`src/rtl/vertex_gather.sv`:
```
// vertex_gather: assembles a serial stream of 16-bit coordinates into a
// four-vertex frame (v1X,v1Y,v1Z ... v4Z) and presents it on registered
// parallel buses. Fill and output banks are double-buffered so the next
// frame can fill while the current one waits for the downstream stage.
//
// state | meaning
// HUNT  | waiting for a frame-start word; other words are dropped
// FILL  | storing words into the fill bank at slot idx
// FULL  | fill bank complete, waiting for the output bank to free up
module vertex_gather (
  input  logic        clk,
  input  logic        rst_n,
  input  logic        in_valid,
  output logic        in_ready,
  input  logic [15:0] in_data,
  input  logic        in_first,
  output logic        out_valid,
  input  logic        out_ready,
  output logic [15:0] vtx1_X_raw,
  output logic [15:0] vtx1_Y_raw,
  output logic [15:0] vtx1_Z_raw,
  output logic [15:0] vtx2_X_raw,
  output logic [15:0] vtx2_Y_raw,
  output logic [15:0] vtx2_Z_raw,
  output logic [15:0] vtx3_X_raw,
  output logic [15:0] vtx3_Y_raw,
  output logic [15:0] vtx3_Z_raw,
  output logic [15:0] vtx4_X_raw,
  output logic [15:0] vtx4_Y_raw,
  output logic [15:0] vtx4_Z_raw,
  output logic        frame_err,
  output logic [7:0]  frame_cnt
);

  typedef enum logic [1:0] {S_HUNT, S_FILL, S_FULL} state_t;

  localparam logic [3:0] LAST_SLOT = 4'd11;

  state_t      r_state;
  state_t      w_state_nxt;
  logic [3:0]  r_idx;
  logic [3:0]  w_idx_nxt;
  logic [15:0] r_fill [12];
  logic [15:0] r_out  [12];
  logic [15:0] w_xfer_data [12];
  logic        r_out_valid;
  logic        r_frame_err;
  logic [7:0]  r_frame_cnt;

  logic        w_accept;
  logic        w_out_free;
  logic        w_store;
  logic [3:0]  w_slot;
  logic        w_resync;
  logic        w_xfer;
  logic        w_xfer_live;

  // in_ready depends only on state (and is held low during reset)
  assign in_ready   = rst_n && (r_state != S_FULL);
  assign w_accept   = in_valid && in_ready;
  assign w_out_free = !r_out_valid || out_ready;

  // Next-state, fill-slot selection and transfer decision
  always_comb begin
    w_state_nxt = r_state;
    w_idx_nxt   = r_idx;
    w_store     = 1'b0;
    w_slot      = r_idx;
    w_resync    = 1'b0;
    w_xfer      = 1'b0;
    w_xfer_live = 1'b0;
    case (r_state)
      S_HUNT: begin
        if (w_accept && in_first) begin
          w_store     = 1'b1;
          w_slot      = 4'd0;
          w_idx_nxt   = 4'd1;
          w_state_nxt = S_FILL;
        end
      end
      S_FILL: begin
        if (w_accept) begin
          w_store = 1'b1;
          if (in_first) begin
            // frame start mid-fill: abandon the partial frame and restart
            w_resync  = 1'b1;
            w_slot    = 4'd0;
            w_idx_nxt = 4'd1;
          end else if (r_idx == LAST_SLOT) begin
            w_idx_nxt = 4'd0;
            if (w_out_free) begin
              w_xfer      = 1'b1;
              w_xfer_live = 1'b1;
              w_state_nxt = S_HUNT;
            end else begin
              w_state_nxt = S_FULL;
            end
          end else begin
            w_idx_nxt = r_idx + 4'd1;
          end
        end
      end
      S_FULL: begin
        if (w_out_free) begin
          w_xfer      = 1'b1;
          w_state_nxt = S_HUNT;
        end
      end
      default: w_state_nxt = S_HUNT;
    endcase
  end

  // Transfer source: the fill bank, with slot 11 bypassed from the input
  // when the frame completes and transfers on the same edge
  always_comb begin
    for (int i = 0; i < 12; i++) begin
      w_xfer_data[i] = r_fill[i];
    end
    if (w_xfer_live) begin
      w_xfer_data[11] = in_data;
    end
  end

  // State and slot index
  always_ff @(posedge clk) begin
    if (!rst_n) begin
      r_state <= S_HUNT;
      r_idx   <= 4'd0;
    end else begin
      r_state <= w_state_nxt;
      r_idx   <= w_idx_nxt;
    end
  end

  // Fill bank write
  always_ff @(posedge clk) begin
    if (!rst_n) begin
      for (int i = 0; i < 12; i++) begin
        r_fill[i] <= 16'd0;
      end
    end else if (w_store) begin
      r_fill[w_slot] <= in_data;
    end
  end

  // Output bank, valid flag and frame counter; a transfer wins over a present
  always_ff @(posedge clk) begin
    if (!rst_n) begin
      for (int i = 0; i < 12; i++) begin
        r_out[i] <= 16'd0;
      end
      r_out_valid <= 1'b0;
      r_frame_cnt <= 8'd0;
    end else if (w_xfer) begin
      for (int i = 0; i < 12; i++) begin
        r_out[i] <= w_xfer_data[i];
      end
      r_out_valid <= 1'b1;
      r_frame_cnt <= r_frame_cnt + 8'd1;
    end else if (r_out_valid && out_ready) begin
      r_out_valid <= 1'b0;
    end
  end

  // Resync error pulse, high for the cycle after the resync edge
  always_ff @(posedge clk) begin
    if (!rst_n) begin
      r_frame_err <= 1'b0;
    end else begin
      r_frame_err <= w_resync;
    end
  end

  assign out_valid  = r_out_valid;
  assign frame_err  = r_frame_err;
  assign frame_cnt  = r_frame_cnt;
  assign vtx1_X_raw = r_out[0];
  assign vtx1_Y_raw = r_out[1];
  assign vtx1_Z_raw = r_out[2];
  assign vtx2_X_raw = r_out[3];
  assign vtx2_Y_raw = r_out[4];
  assign vtx2_Z_raw = r_out[5];
  assign vtx3_X_raw = r_out[6];
  assign vtx3_Y_raw = r_out[7];
  assign vtx3_Z_raw = r_out[8];
  assign vtx4_X_raw = r_out[9];
  assign vtx4_Y_raw = r_out[10];
  assign vtx4_Z_raw = r_out[11];

endmodule

```
`config.mk`:
```
export PLATFORM = sky130hd
export DESIGN_NAME = vertex_gather
export DESIGN_NICKNAME = d
export VERILOG_FILES = /design/src/rtl/vertex_gather.sv
export SDC_FILE = /design/constraint.sdc
export NUM_CORES = 1
export LEC_CHECK = 0
export BUFFER_PORTS_ARGS = -buffer_cell sky130_fd_sc_hd__buf_2
export CAP_MARGIN = 20
export CELL_PAD_IN_SITES_DETAIL_PLACEMENT = 2
export CELL_PAD_IN_SITES_GLOBAL_PLACEMENT = 2
export CORE_MARGIN = 3
export CORE_UTILIZATION = 37
export CTS_CLUSTER_DIAMETER = 150
export DETAILED_ROUTE_END_ITERATION = 10
export GPL_ROUTABILITY_DRIVEN = 0
export PLACE_DENSITY = 0.76
export SLEW_MARGIN = 20
export SYNTH_ARGS = -nofsm -noshare
export SYNTH_HDL_FRONTEND = slang
export SYNTH_SLANG_ARGS = --single-unit
```
`constraint.sdc`:
```
create_clock -name clk -period 15.6 [get_ports clk]
set_input_delay 0.78 -clock clk [delete_from_list [all_inputs] [get_ports clk]]
set_output_delay 0.78 -clock clk [all_outputs]
set_load 0.01 [all_outputs]
```
# Yosys cells after proc, flatten, opt, wreduce, memory -nomap -nowiden

Memory sizes are Yosys's and may differ from the RTL's.
Index checks and enable logic that the tools add are counted.

Add/subtract/negate cells: 2
Equality and inequality tests: 9
Multiplexer cells: 51
Bitwise logic cells: 12
Reduce and logical (&&, ||, !) cells: 13

Operators with widths:

| kind                                                                  | number |
|---|---|
| 16-bit 2-to-1 mux                                                     | 14 |
| 4-bit 2-to-1 mux                                                      | 8 |
| 1-bit 2-to-1 mux                                                      | 18 |
| 4-bit case mux with 2 select lines                                    | 2 |
| 16-bit OR reduction                                                   | 1 |
| 2-bit 2-to-1 mux                                                      | 6 |
| 2-bit inequality test, second input constant                          | 6 |
| 1-bit bitwise OR                                                      | 12 |
| 8-bit by 1-bit adder with 8-bit output, second input constant         | 1 |
| 2-bit case mux with 3 select lines                                    | 1 |
| 3-bit AND reduction                                                   | 2 |
| 5-bit AND reduction                                                   | 1 |
| 4-bit by 1-bit adder with 4-bit output, second input constant         | 1 |
| 4-bit equality test, second input constant                            | 1 |
| 1-bit logical AND                                                     | 4 |
| 1-bit case mux with 2 select lines                                    | 2 |
| 2-bit nonzero test                                                    | 2 |
| 2-bit by 1-bit equality test with 1-bit output, second input constant | 1 |
| 2-bit equality test, second input constant                            | 1 |
| 2-bit logical NOT                                                     | 1 |
| 1-bit logical NOT                                                     | 1 |
| 1-bit logical OR                                                      | 1 |

Bits in registers: 16
Bits in writable memories: 384
Memories kept: 2

Memory list:

| memory | depth | bits a word | rd ports | clocked after Yosys merged registers in | wr ports | line | source |
|---|---|---|---|---|---|---|---|
| r_fill | 12    | 16          | 12       | 0                                       | 12       | 43   | `logic [15:0] r_fill [12];` |
| r_out  | 12    | 16          | 12       | 0                                       | 12       | 44   | `logic [15:0] r_out [12];` |

# Depth between registers and ports, before layout

Gate-level depths: netlist of the first run.

Depth in word-level cells: 11
Gate-level depth with buffers: 8
Mapped depth without buffers: 6

# Worst setup path before layout of the first run

OpenSTA, ideal clock, no wires.

Path kind: input to register
Start: input rst_n
End: memory r_out[0][0], enable pin
Setup time: 1.010 ns
Arrival time: 14.769 ns
Data required time: 14.590 ns
Setup slack: -0.179 ns
Stages: 5
Path buffers: 2
Path through: buf_6 -> and3b_2 -> a31oi_1 -> clkbuf_1 -> o21ai_0

RTL lines:

| item            | line | source |
|---|---|---|
| start, declared | 12   | `input logic rst_n,` |
| end, declared   | 44   |  |

==> reports/results.txt, run 1 <==
status: finished clean
cell family with most CP delay: buffers and inverters
Crit. Startpoint: r_state[1]
DRT Pass-1 Iters: 5
Worst EP arrival: 4.01 ns
fraction of layout cells with a size suffix above 1: 25.3%
cts hold-fix bufs: 0
Fmax: 261 MHz
# rows: 74
Post-DRT Antenna Nets: 0
CP Cell Sequence: inv_1, ha_1, nor2b_1, a31oi_2, o21ai_4, buf_4, buf_4
FF+latch area: 11900 um^2
WL final: 42400 um
critical path required time: 15.77 ns
1st-iter DRT viols: 538
sequential cell area fraction in the yosys report: 76.5%
Die ar.: 44400 um^2
Setup Buffers After CTS: 0
Synth area leaders: edfxtp_1, and2_1, dfxtp_1, mux2i_1, clkbuf_1
critical path class: flip-flop to flip-flop
Hold WC Path Type: flip-flop to flip-flop
CP endpoint kind: flip-flop
peak supply drop: 73.4 uV
crit start category: flip-flop
Max Clock Skew: 0.0205 ns
residual DRC count: 0
period utilization: 24.6%
Core Region: 41100 um^2
htree depth: 2
drt wl/cell: 24.0 um
Fin. Hold Viols: 0
hpwl dp: 27200 um
Vias/cell: 4.81
Yosys top cell area share: 74.4%
initial antenna violation count: 3
P&R area growth vs syn: 19.7%
reg2reg start: r_state[1]
Die H: 211 um
Final Max Slew Viols: 0
Hold WS: 0.482 ns
largest net degree at the start of global routing: 113
fin cells: 1771
DIE WIDTH: 211 um
Post-synth EDFFs: 384
r2r setup slk: 11.77 ns
Yosys warnings: 0
vias: 8527
Synth Cell Area: 15500 um^2
sum of buffers and inverters on the critical path: 3
CP most frequent cell: buf_4
crit-path max FO: 72
RSZ-0062 raised after global routing: false
top cell type by total area after synthesis: edfxtp_1
cell at the slowest stage of the critical path: buf_4
post-place setup slack: 11.30 ns
area of the multi-input gates: 3380 um^2
Port Buffers: 223
Syn Inst Count: 986
Fin Setup TNS: 0 ns
most frequently used flop master after synthesis: edfxtp_1
worst skew pair latency: 0.55 ns
post-CTS sizing: 0
Worst-Margin Slew: 1.00 ns
Synth Area per Inst: 15.7 um^2
ys async rst share: 0%
P_leak: 0.00728 uW
final worst slack: 11.77 ns
syn nets: 1012
cell count after placement: 1692
total gr overflow: 0
# nets final: 1233
maxcap violations: 0
CTS tree: built
filler cell count: 3978
Initial Util: 37.7%
Max Root-Sink Buffers: 3
CP peak stage delay: 0.82 ns
IO Count: 224
Yosys reg bits: 400
min Tclk post-route: 3.83 ns
vias in the first global route: 9397
pwr dens: 128 nW/um^2
min-delay src: frame_cnt[7]
CTS Sinks: 400
Netlist cell types: 40
CTS Buf Count: 45
max_slew headroom: 33.0%
Reg clk slew, reported paths: 0.06 ns
Final setup viols: 0
global-route wire length before repair: 62400 um
Root Buffer: clkbuf_16
Total GRT Usage: 19.1%
-- power by group --
| part | total, uW | switching (uW) | internal [uW] |
|---|---|---|---|
| registers | 1240 | 17.9 | 1220 |
| logic | 112 | 83.6 | 28.8 |
| clock network | 1030 | 419 | 613 |
| total | 2380 | 521 | 1860 |
-- worst paths after layout --
check / end / depth (start not counted)
setup / recovery: r_out[0][28] / 7
hold / removal: frame_cnt[7] / 2
setup reg to reg: r_out[0][28] / 7
hold reg to reg: frame_cnt[7] / 2
-- tightest hold or removal path, stage by stage (launching register included) --
cell and delay, ns:
dfxtp_1 0.32, nand2_1 0.06, mux2i_1 0.05
-- layout by cell type, fill, tap and decap left out, types with 4 or more instances in the layout --
master / instances
clkbuf_1: 10
nor3_2: 6
o31ai_1: 5
clkbuf_16: 47
or4_1: 4
edfxtp_1: 384
a21oi_1: 9
clkinv_1: 6
nor2_1: 26
clkinv_2: 7
nand2b_1: 14
dfxtp_1: 16
nand3_1: 8
buf_2: 223
mux2i_1: 22
o21ai_0: 6
bufinv_16: 4
buf_4: 11
inv_1: 6
nand2_1: 14
and2_1: 368
ha_1: 5
-- state kept, by name, indices dropped and copies added (netlist names) --
register	cells
out_valid	1
r_fill	192
r_idx	4
frame_cnt	8
r_state	2
r_out	192
frame_err	1
-- cell usage after synthesis, drive strengths merged (2+ instances only) --
cell type and count:
inv 6, nor2b 2, o21ai 11, and3b 2, o31ai 5, nor2 26, dfxtp 16, a31oi 2
a21oi 9, mux2i 22, buf 19, nand2 14, and3 2, or2b 2, nand3b 3, edfxtp 384
ha 5, nand3 8, and2 368, nor3 8, clkbuf 41, nand4b 2, nor4 5, or4 4
nand2b 14
-- layer usage --
metal	global-route usage, %	up-vias	share of wire (%)
met1	24.1	4364	41
met4	5.57	0	2.5
met3	2.95	65	3.8
met5	0	-	0
met2	34.4	209	52
li1	-	3889	-
-- cell type report --
| class | count | share of cell area (%) |
|---|---|---|
| sequential | 400 | 63.9 |
| multi-input combinational | 520 | 18.2 |
| timing repair buffer | 234 | 6.47 |
| tap | 532 | 3.59 |
| clock inverter | 20 | 1.09 |
| antenna | 2 | 0.0270 |
| clock buffer | 57 | 6.55 |
| inverter | 6 | 0.121 |
-- cell families (layout without fill, tap and decap cells) --
| family | Yosys count | after routing | synth area share, % |
|---|---|---|---|
| other | 0 | 2 | 0 |
| AND/OR/NAND/NOR | 464 | 464 | 18.7 |
| AO/OA/AOI/OAI | 29 | 29 | 1.07 |
| adder cells (fa/ha/maj) | 5 | 5 | 0.404 |
| flip-flops | 400 | 400 | 76.5 |
| buffers and inverters | 66 | 317 | 1.85 |
| multiplexers | 22 | 22 | 1.42 |
-- stage by stage --
stage               utilization (%)  power, uW  instance area (um^2)
floorplan                         -       1320                 15500
global placement               41.6       1370                 17100
detailed placement             41.6       1370                 17100
CTS                            45.1       2410                 18500
global route                   45.1       2460                 18500
finish                         45.1       2380                 18500
Note: power is estimated with default switching activity, not from simulation.
==> inputs of run 2 (changes only) <==
==> constraint.sdc (replaced) <==
create_clock -name clk -period 3.5 [get_ports clk]
set_input_delay 0.175 -clock clk [delete_from_list [all_inputs] [get_ports clk]]
set_output_delay 0.175 -clock clk [all_outputs]
set_load 0.01 [all_outputs]
==> run 2 against run 1 <==
Compared with the run above:
- final cell count grew 0.73%
- fmax is 35% higher
- register-to-register slack worse by 11 ns
- sequential share of layout area fell by 0.59 points
- clock skew is 0.0084 ns lower
- clock power rose to 4.6 times the previous value
- routed wire length grew 2.3%
- hold slack worse by 0.41 ns
- global-route usage increased by 0.32 points
- sequential power grew to 4.4 times the previous value
- die area unchanged
- combinational power grew to 4.7 times the previous value
- highest routed layer unchanged
==> reports/results.txt, run 2 (synthesis gave the netlist of run 1 again) <==
status: finished clean
Core Region: 41100 um^2 (unchanged)
cell count after placement: 1701 (+0.53%)
Metal-1 WL: 17800 um (+1.4%)
pwr dens: 573 nW/um^2 (+350%)
P_leak: 0.00736 uW (+1.2%)
Max Clock Skew: 0.0121 ns (-0.00843 ns)
sequential group share of total power: 51.3% (-0.6 points)
crit-path max FO: 104 (+44%)
critical path class: flip-flop to flip-flop
switching part of the total: 22.0% (+0.081 points)
commonest non-fill, non-tap cells in the layout: edfxtp_1, and2_1, buf_2, clkbuf_16, nor2_1
cell-internal power: 8370 uW (+350%)
# nets final: 1243 (+0.81%)
clock share of power: 43.8% (+0.4 points)
Hold WC Path Type: input pin to flip-flop
global-route wire length before repair: 63200 um (+1.4%)
Final setup viols: 0 (unchanged)
CTS Buf Count: 44 (-2.2%)
P&R area growth vs syn: 20.8%
# rows: 74 (unchanged)
Initial Util: 37.7% (unchanged)
met3 WL: 1870 um (+16%)
fin cells: 1784 (+0.73%)
max_slew headroom: 31.0% (-2.0 points)
min Tclk post-route: 2.85 ns (-0.987 ns)
crit start category: flip-flop
Comb pwr share: 4.9% (+0.2 points)
CTS tree: built
initial antenna violation count: 4 (+1)
residual DRC count: 0 (unchanged)
Fin. Hold Viols: 0 (unchanged)
1st-iter DRT viols: 500 (-7.1%)
RSZ-0062 raised after global routing: false
Psw: 2350 uW (+350%)
Post-DRT Antenna Nets: 0 (unchanged)
met2 wire length: 22700 um (+1.9%)
DIE WIDTH: 211 um (unchanged)
Worst-Margin Slew: 1.03 ns (+0.0303 ns)
drt wl/cell: 24.3 um (+1.5%)
Die ar.: 44400 um^2 (unchanged)
vias: 8643 (+1.4%)
DRT Pass-1 Iters: 5 (unchanged)
largest net degree at the start of global routing: 113 (unchanged)
critical path required time: 3.69 ns (-12.08 ns)
CP Cell Sequence: ha_1, and3b_1, a31oi_2, o21ai_4, buf_12
IO Count: 224 (unchanged)
uppermost layer routed: met4
Hold WS: 0.0704 ns (-0.412 ns)
Setup Buffers After CTS: 0 (unchanged)
WL final: 43400 um (+2.3%)
Max Root-Sink Buffers: 3 (unchanged)
Root Buffer: clkbuf_16
Die H: 211 um (unchanged)
Fin Setup TNS: 0 ns (unchanged)
CTS Sinks: 400 (unchanged)
CP peak stage delay: 0.68 ns (-0.14 ns)
worst skew pair latency: 0.56 ns (about the same)
Reg clk slew, reported paths: 0.06 ns (about the same)
Fmax: 351 MHz (+35%)
cell family with most CP delay: flip-flops
sum of buffers and inverters on the critical path: 1 (-2)
htree depth: 2 (unchanged)
hpwl dp: 27800 um (+2.3%)
period utilization: 81.4% (+57 points)
Vias/cell: 4.84 (+0.62%)
cell at the slowest stage of the critical path: dfxtp_1
peak supply drop: 265 uV (+260%)
most common cell after layout, fill and taps aside: edfxtp_1
Total GRT Usage: 19.5% (+0.32 points)
Port Buffers: 223 (unchanged)
Final Max Slew Viols: 0 (unchanged)
total gr overflow: 0 (unchanged)
fraction of layout cells with a size suffix above 1: 26.1% (+0.76 points)
maxcap violations: 0 (unchanged)
CP endpoint kind: flip-flop
vias in the first global route: 9538 (+1.5%)
Worst EP arrival: 3.03 ns (-0.98 ns)
[run 2: changes by cell type in the layout (fill, tap and decap cells not counted), moves of 2 or more]
| cell | change |
|---|---|
| clkinv_2 | -3 |
| clkbuf_8 | +3 |
| buf_4 | +6 |
| dlygate4sd3_1 | +2 |
| buf_12 | +3 |
| clkbuf_16 | -2 |
| clkbuf_1 | +3 |
[run 2: power by group through the flow]
| stage | clock, uW | combinational (uW) | sequential (uW) |
|---|---|---|---|
| 2_1_floorplan | 0 | 233 | 5620 |
| 3_3_place_gp | 0 | 505 | 5590 |
| 3_5_place_dp | 0 | 534 | 5610 |
| 4_1_cts | 4820 | 541 | 5510 |
| 5_1_grt | 5000 | 572 | 5520 |
| 6_report | 4690 | 524 | 5500 |
[run 2: per-stage QoR]
step	util (%)	setup WS [ns]	instance area [um^2]	total power [uW]
detailed placement	41.9	0.677	17200	6140
global placement	41.9	0.855	17200	6100
CTS	45.5	0.647	18700	10900
finish	45.5	0.652	18700	10700
global route	45.5	0.482	18700	11100
floorplan	-	-1.11	15500	5850
[run 2: repair_timing]
action                                 CTS  global route
endpoints found under the hold margin    3             0
gates resized for setup                  0             0
hold buffers                             2             0
setup endpoints to repair                0             0
[run 2: layer usage]
metal  vias up  GRT usage [%]
li1       3915              -
met1      4455           23.9
met2       216           35.1
met3        57           3.50
met4         0           5.87
met5         -              0
[run 2: area by class of cell]
class,count,area [um^2]
Antenna cell,1,2.50
Clock buffer,61,1220
Clock inverter,19,229
Fill cell,3981,22400
Inverter,6,22.5
Multi-Input combinational cell,520,3400
Sequential cell,400,11900
Tap cell,532,666
Timing Repair Buffer,245,1320
[run 2: final timing paths]
path	slack [ns]	from	to	depth (start not counted)
min reg2reg	0.48	frame_cnt[7]	frame_cnt[7]	2
min	0.07	rst_n	r_idx[0]	3
max reg2reg	0.65	r_idx[1]	r_out[0][11]	5
max	0.65	r_idx[1]	r_out[0][11]	5
[run 2: worst reg2reg max path, stage by stage, from the launching register on]
cell     delay, ns
dfxtp_1       0.68
ha_1          0.33
and3b_1       0.26
a31oi_2       0.31
o21ai_4       0.31
buf_12        0.44
